File: src/rtl/cache_refill_ctrl.sv
// rtl/cache_refill_ctrl.sv - blocking direct-mapped data cache controller with single-word refill and write-through
//
// Optional feature macro: CACHE_WRITE_ALLOCATE_EN (store misses allocate the line).
//
// Ports:
//   clk, rst                 clock and asynchronous active-high reset
//   cpu_req/cpu_we           CPU access valid / store (1) vs load (0)
//   cpu_addr/cpu_wdata       byte address and store data
//   cpu_rdata/cpu_stall      load data / access not yet complete
//   mem_req/mem_we           registered memory request / write vs refill read
//   mem_addr/mem_wdata       registered word-aligned address and write data
//   mem_ack/mem_rdata        memory completion strobe and refill data

module cache_refill_ctrl #(
    parameter int SETS  = 8,
    parameter int TAG_W = 30 - $clog2(SETS)
) (
    input  logic        clk,
    input  logic        rst,
    input  logic        cpu_req,
    input  logic        cpu_we,
    input  logic [31:0] cpu_addr,
    input  logic [31:0] cpu_wdata,
    output logic [31:0] cpu_rdata,
    output logic        cpu_stall,
    output logic        mem_req,
    output logic        mem_we,
    output logic [31:0] mem_addr,
    output logic [31:0] mem_wdata,
    input  logic        mem_ack,
    input  logic [31:0] mem_rdata
);

    localparam int IDX_W = $clog2(SETS);

    typedef enum logic [1:0] {
        IDLE    = 2'd0,
        RD_MISS = 2'd1,
        WR_THRU = 2'd2,
        DONE    = 2'd3
    } state_t;

    state_t state, next_state;

    logic [TAG_W-1:0] tag_arr  [SETS];
    logic [31:0]      data_arr [SETS];
    logic [SETS-1:0]  valid;

    logic [31:0] rdata_q;

    logic [IDX_W-1:0] cpu_idx;
    logic [TAG_W-1:0] cpu_tag;
    logic [IDX_W-1:0] lat_idx;
    logic [TAG_W-1:0] lat_tag;
    logic             cpu_hit;
    logic             lat_hit;

    logic accept;
    logic refill_done;
    logic store_done;
    logic store_install;

    // The latched request lives in mem_addr, which stays put until the next
    // accepted miss or store, so it doubles as the line pointer for the ack.
    assign cpu_idx = cpu_addr[IDX_W+1:2];
    assign cpu_tag = cpu_addr[31:IDX_W+2];
    assign lat_idx = mem_addr[IDX_W+1:2];
    assign lat_tag = mem_addr[31:IDX_W+2];

    assign cpu_hit = valid[cpu_idx] && (tag_arr[cpu_idx] == cpu_tag);
    assign lat_hit = valid[lat_idx] && (tag_arr[lat_idx] == lat_tag);

`ifdef CACHE_WRITE_ALLOCATE_EN
    assign store_install = 1'b1;
`else
    assign store_install = lat_hit;
`endif

    always_ff @(posedge clk or posedge rst) begin
        if (rst) begin
            state <= IDLE;
        end else begin
            state <= next_state;
        end
    end

    always_comb begin
        next_state  = state;
        cpu_stall   = 1'b0;
        cpu_rdata   = rdata_q;
        accept      = 1'b0;
        refill_done = 1'b0;
        store_done  = 1'b0;
        case (state)
            IDLE: begin
                // rst gating keeps stall low while reset is held with a request pending.
                if (cpu_req && !rst) begin
                    if (cpu_we) begin
                        cpu_stall  = 1'b1;
                        accept     = 1'b1;
                        next_state = WR_THRU;
                    end else if (!cpu_hit) begin
                        cpu_stall  = 1'b1;
                        accept     = 1'b1;
                        next_state = RD_MISS;
                    end else begin
                        cpu_rdata = data_arr[cpu_idx];
                    end
                end
            end
            RD_MISS: begin
                cpu_stall = 1'b1;
                if (mem_ack) begin
                    refill_done = 1'b1;
                    next_state  = DONE;
                end
            end
            WR_THRU: begin
                cpu_stall = 1'b1;
                if (mem_ack) begin
                    store_done = 1'b1;
                    next_state = DONE;
                end
            end
            DONE: begin
                next_state = IDLE;
            end
            default: begin
                next_state = IDLE;
            end
        endcase
    end

    always_ff @(posedge clk or posedge rst) begin
        if (rst) begin
            mem_req   <= 1'b0;
            mem_we    <= 1'b0;
            mem_addr  <= 32'd0;
            mem_wdata <= 32'd0;
            rdata_q   <= 32'd0;
            valid     <= '0;
        end else begin
            if (accept) begin
                mem_req  <= 1'b1;
                mem_we   <= cpu_we;
                mem_addr <= cpu_addr & 32'hFFFF_FFFC;
                if (cpu_we) begin
                    mem_wdata <= cpu_wdata;
                end
            end
            if (refill_done) begin
                mem_req          <= 1'b0;
                rdata_q          <= mem_rdata;
                valid[lat_idx]   <= 1'b1;
            end
            if (store_done) begin
                mem_req <= 1'b0;
                mem_we  <= 1'b0;
                if (store_install) begin
                    valid[lat_idx] <= 1'b1;
                end
            end
        end
    end

    // Tag and data arrays carry no reset; writes only happen on an ack in
    // RD_MISS/WR_THRU, and reset forces IDLE, so an aborted refill never lands.
    always_ff @(posedge clk) begin
        if (refill_done) begin
            tag_arr[lat_idx]  <= lat_tag;
            data_arr[lat_idx] <= mem_rdata;
        end else if (store_done && store_install) begin
            tag_arr[lat_idx]  <= lat_tag;
            data_arr[lat_idx] <= mem_wdata;
        end
    end

endmodule

File: config.mk
export PLATFORM = sky130hd
export DESIGN_NAME = cache_refill_ctrl
export DESIGN_NICKNAME = d
export VERILOG_FILES = /design/src/rtl/cache_refill_ctrl.sv
export SDC_FILE = /design/constraint.sdc
export NUM_CORES = 1
export LEC_CHECK = 0
export ABC_AREA = 1
export BUFFER_PORTS_ARGS = -buffer_cell sky130_fd_sc_hd__buf_2
export CORE_ASPECT_RATIO = 1.1
export CORE_MARGIN = 8
export CORE_UTILIZATION = 50
export CTS_CLUSTER_DIAMETER = 30
export DETAILED_ROUTE_END_ITERATION = 7
export PLACE_DENSITY = 0.71
export REMOVE_ABC_BUFFERS = 1
export SYNTH_ARGS = -nofsm -noshare
export SYNTH_HDL_FRONTEND = slang
export SYNTH_SLANG_ARGS = --single-unit
File: constraint.sdc
create_clock -name clk -period 5 [get_ports clk]
set_input_delay 0.25 -clock clk [delete_from_list [all_inputs] [get_ports clk]]
set_output_delay 0.25 -clock clk [all_outputs]
set_load 0.05 [all_outputs]
==> metrics <==
Mapped Cells=2739; PD cells=573.7 nW/um^2; largest net degree at the start of global routing=121; mux share of post-synthesis cell area=0%; die width=234.7 um; min cycle time layout=4.163 ns; Most Frequent Cell on Critical Path=nand2_1; syn_area_per_cell=9.602 sq um; gr usage total=25.49%; clk buf depth=3; final setup violation count=0; xor/xnor cell area share of the yosys netlist=0.1665%; Final Cycle Share=83.27%; die area=60200 sq um; grt ovf=0; Area Overhead vs Synth=25.28%; main area contributors after synthesis=edfxtp_1, nand2_1, dfrtp_1; cts hold-fix bufs=94; total wire length=78.28 mm; CP max stage cell=inv_6; arrival time worst endpoint=3.91 ns; Final Max Tran Viols=0; largest family of logic cells by synthesized area=simple AND/OR/NAND/NOR gates; Rows=88; CP cell instances=buf_6 > inv_6 > nand2_1 > nand3_1 > nand2_1 > nand2_1 > nand3b_1 > nor2_1 > nand2_1 > nor2_1 > nand3_1 > nor2_1 > nand2_2 > buf_4 > o21ai_1 > buf_2; Startpoint Class=input port; DR vias/cell=5.677; count leader, synth=nand2_1; H-tree Lvls=3; RSZ-0062 raised after global routing=no; Reg clk slew, reported paths=0.04 ns; overall power=18.90 mW; Synth Area in Compound Gates=9.434%; worst hold margin=0.05688 ns; post-synth top area share=53.89%; post-layout net count=3156; drt first pass iters=6; synthesized area=26300 sq um; VDD IR max=0.4677 mV; root buffer cell=clkbuf_16; largest incremental delay on the critical path=0.64 ns; most frequent cells after synthesis=nand2_1, edfxtp_1, inv_1, nand3_1, o21ai_0; I/O Pins=200; Initial Utilization=50.39%; CTS tree=yes; DR vias=21690; Starting DRT DRC Count=2192; clock sinks=578; max-cap viol count=0; Post-synth EDFFs=472; post-synthesis simple-gate area fraction=19.87%; total CTS buffers=109; DRC Markers=0; post-route ant nets=0; hold crit path type=input port to flip-flop; first-pass GRT wire length=121.0 mm; Worst-Margin Slew=1.061 ns; Setup crit end kind=primary output; I/O Buffers=195; Seq cells post-synth=578; Synth area leader=edfxtp_1; post-synth cell types=33; post_cts resized=0; Diodes inserted=0; Adder-Cell Fraction of Synth Area=0.1903%; top_reg_cell synth=edfxtp_1; Die Y=256.5 um; fmax=0.2402 GHz; Worst Setup Path Type=input port to primary output; ys async rst share=18.34%; GPL Wtd Cong=0.8561; initial antenna violation count=0; Core ar.=52190 sq um; warnings from Yosys=0; fraction of layout cells with a size suffix above 1=14.81%; Final Skew=0.03952 ns; CP Max Fanout=94; filler instances=3989; WL/cell=20.49 um; DP HPWL=44.81 mm; Clock Latency Late Sink=0.67 ns; Rel. slew slack=29.09%; postcts setup bufs=0; number of global-route vias before repair=21930; sequential area share after synthesis=63.98%; status=finished, final reports clean; leak pwr=14.02 nW; data required time at the worst endpoint=4.75 ns; Final Hold Viols=0
## state kept, by name, summed over array words and instances, names as in the netlist
| name | cells |
|---|---|
| mem_req | 1 |
| state | 2 |
| tag_arr | 216 |
| data_arr | 256 |
| mem_we | 1 |
| rdata_q | 32 |
| mem_addr | 30 |
| valid | 8 |
| mem_wdata | 32 |
## worst paths after layout
check	to	cells past startpoint	startpoint	slack (ns)
hold reg to reg	rdata_q[23]	2	rdata_q[23]	0.48
setup / recovery	cpu_rdata[6]	16	cpu_addr[2]	0.84
max in group asynchronous	mem_addr[2]	5	rst	3.11
min in group asynchronous	mem_wdata[26]	4	rst	0.38
setup reg to reg	data_arr[5][14]	16	mem_addr[2]	1.02
hold / removal	state[1]	5	cpu_we	0.06
## metal layers
layer	wire length, um	share of wire, %	track usage, %	up-vias
met5	0	0	0	-
met4	2888	3.7	11.63	0
li1	-	-	-	9911
met3	7571	9.7	4.957	202
met2	37920	48	42.81	1205
met1	29900	38	31.74	10370
## cell type report
class                      instances  area [sq um]  area share (%)
multi-input combinational       1744          7885           23.93
inverter                         259         980.9           2.977
tap                              675         844.6           2.563
clock inverter                    72         825.8           2.506
sequential                       578         16830           51.07
timing repair buffer             359          2714           8.236
clock buffer                     134          2872           8.715
## power by group
| group | internal [mW] | switching [mW] | leakage, nW |
|---|---|---|---|
| clock | 4.67 | 2.51 | 1.76 |
| combinational | 1.30 | 3.71 | 6.68 |
| sequential | 6.08 | 0.633 | 5.58 |
## logic make-up after synthesis
group / after synthesis
adders and majority gates: 4
other: 1
buffers and inverters: 418
and+or+nand+nor: 1294
DFF: 578
AOI/OAI and AO/OA: 439
xor gates and xnor gates: 5
## stage by stage
step	utilization [%]	std cells	instance area, sq um	setup slack, ns	TNS (ns)
2_1_floorplan	-	2581	25610	-2.170	-1031.61
3_3_place_gp	54.25	3521	28310	0.5697	0
3_5_place_dp	54.25	3521	28310	0.5152	0
4_1_cts	63.13	3821	32950	0.8689	0
5_1_grt	63.13	3821	32950	0.6119	0
6_report	63.13	3821	32950	0.8367	0
## placed cells by master, fill, tap and decap left out, types with 98 or more instances in the layout
cell and instances:
o21ai_0 239, inv_1 254, dfrtp_1 105, nand2_1 813, nand3_1 250, nor2_1 205, buf_2 193, clkbuf_16 109
o22ai_1 98, edfxtp_1 472
## critical path, delay by kind of cell
| family | cells | cell delay, ns |
|---|---|---|
| AO/OA/AOI/OAI | 1 | 0.17 |
| buffers and inverters | 4 | 1.46 |
| AND/OR/NAND/NOR | 11 | 1.92 |
(Power assumes the default switching activity.)
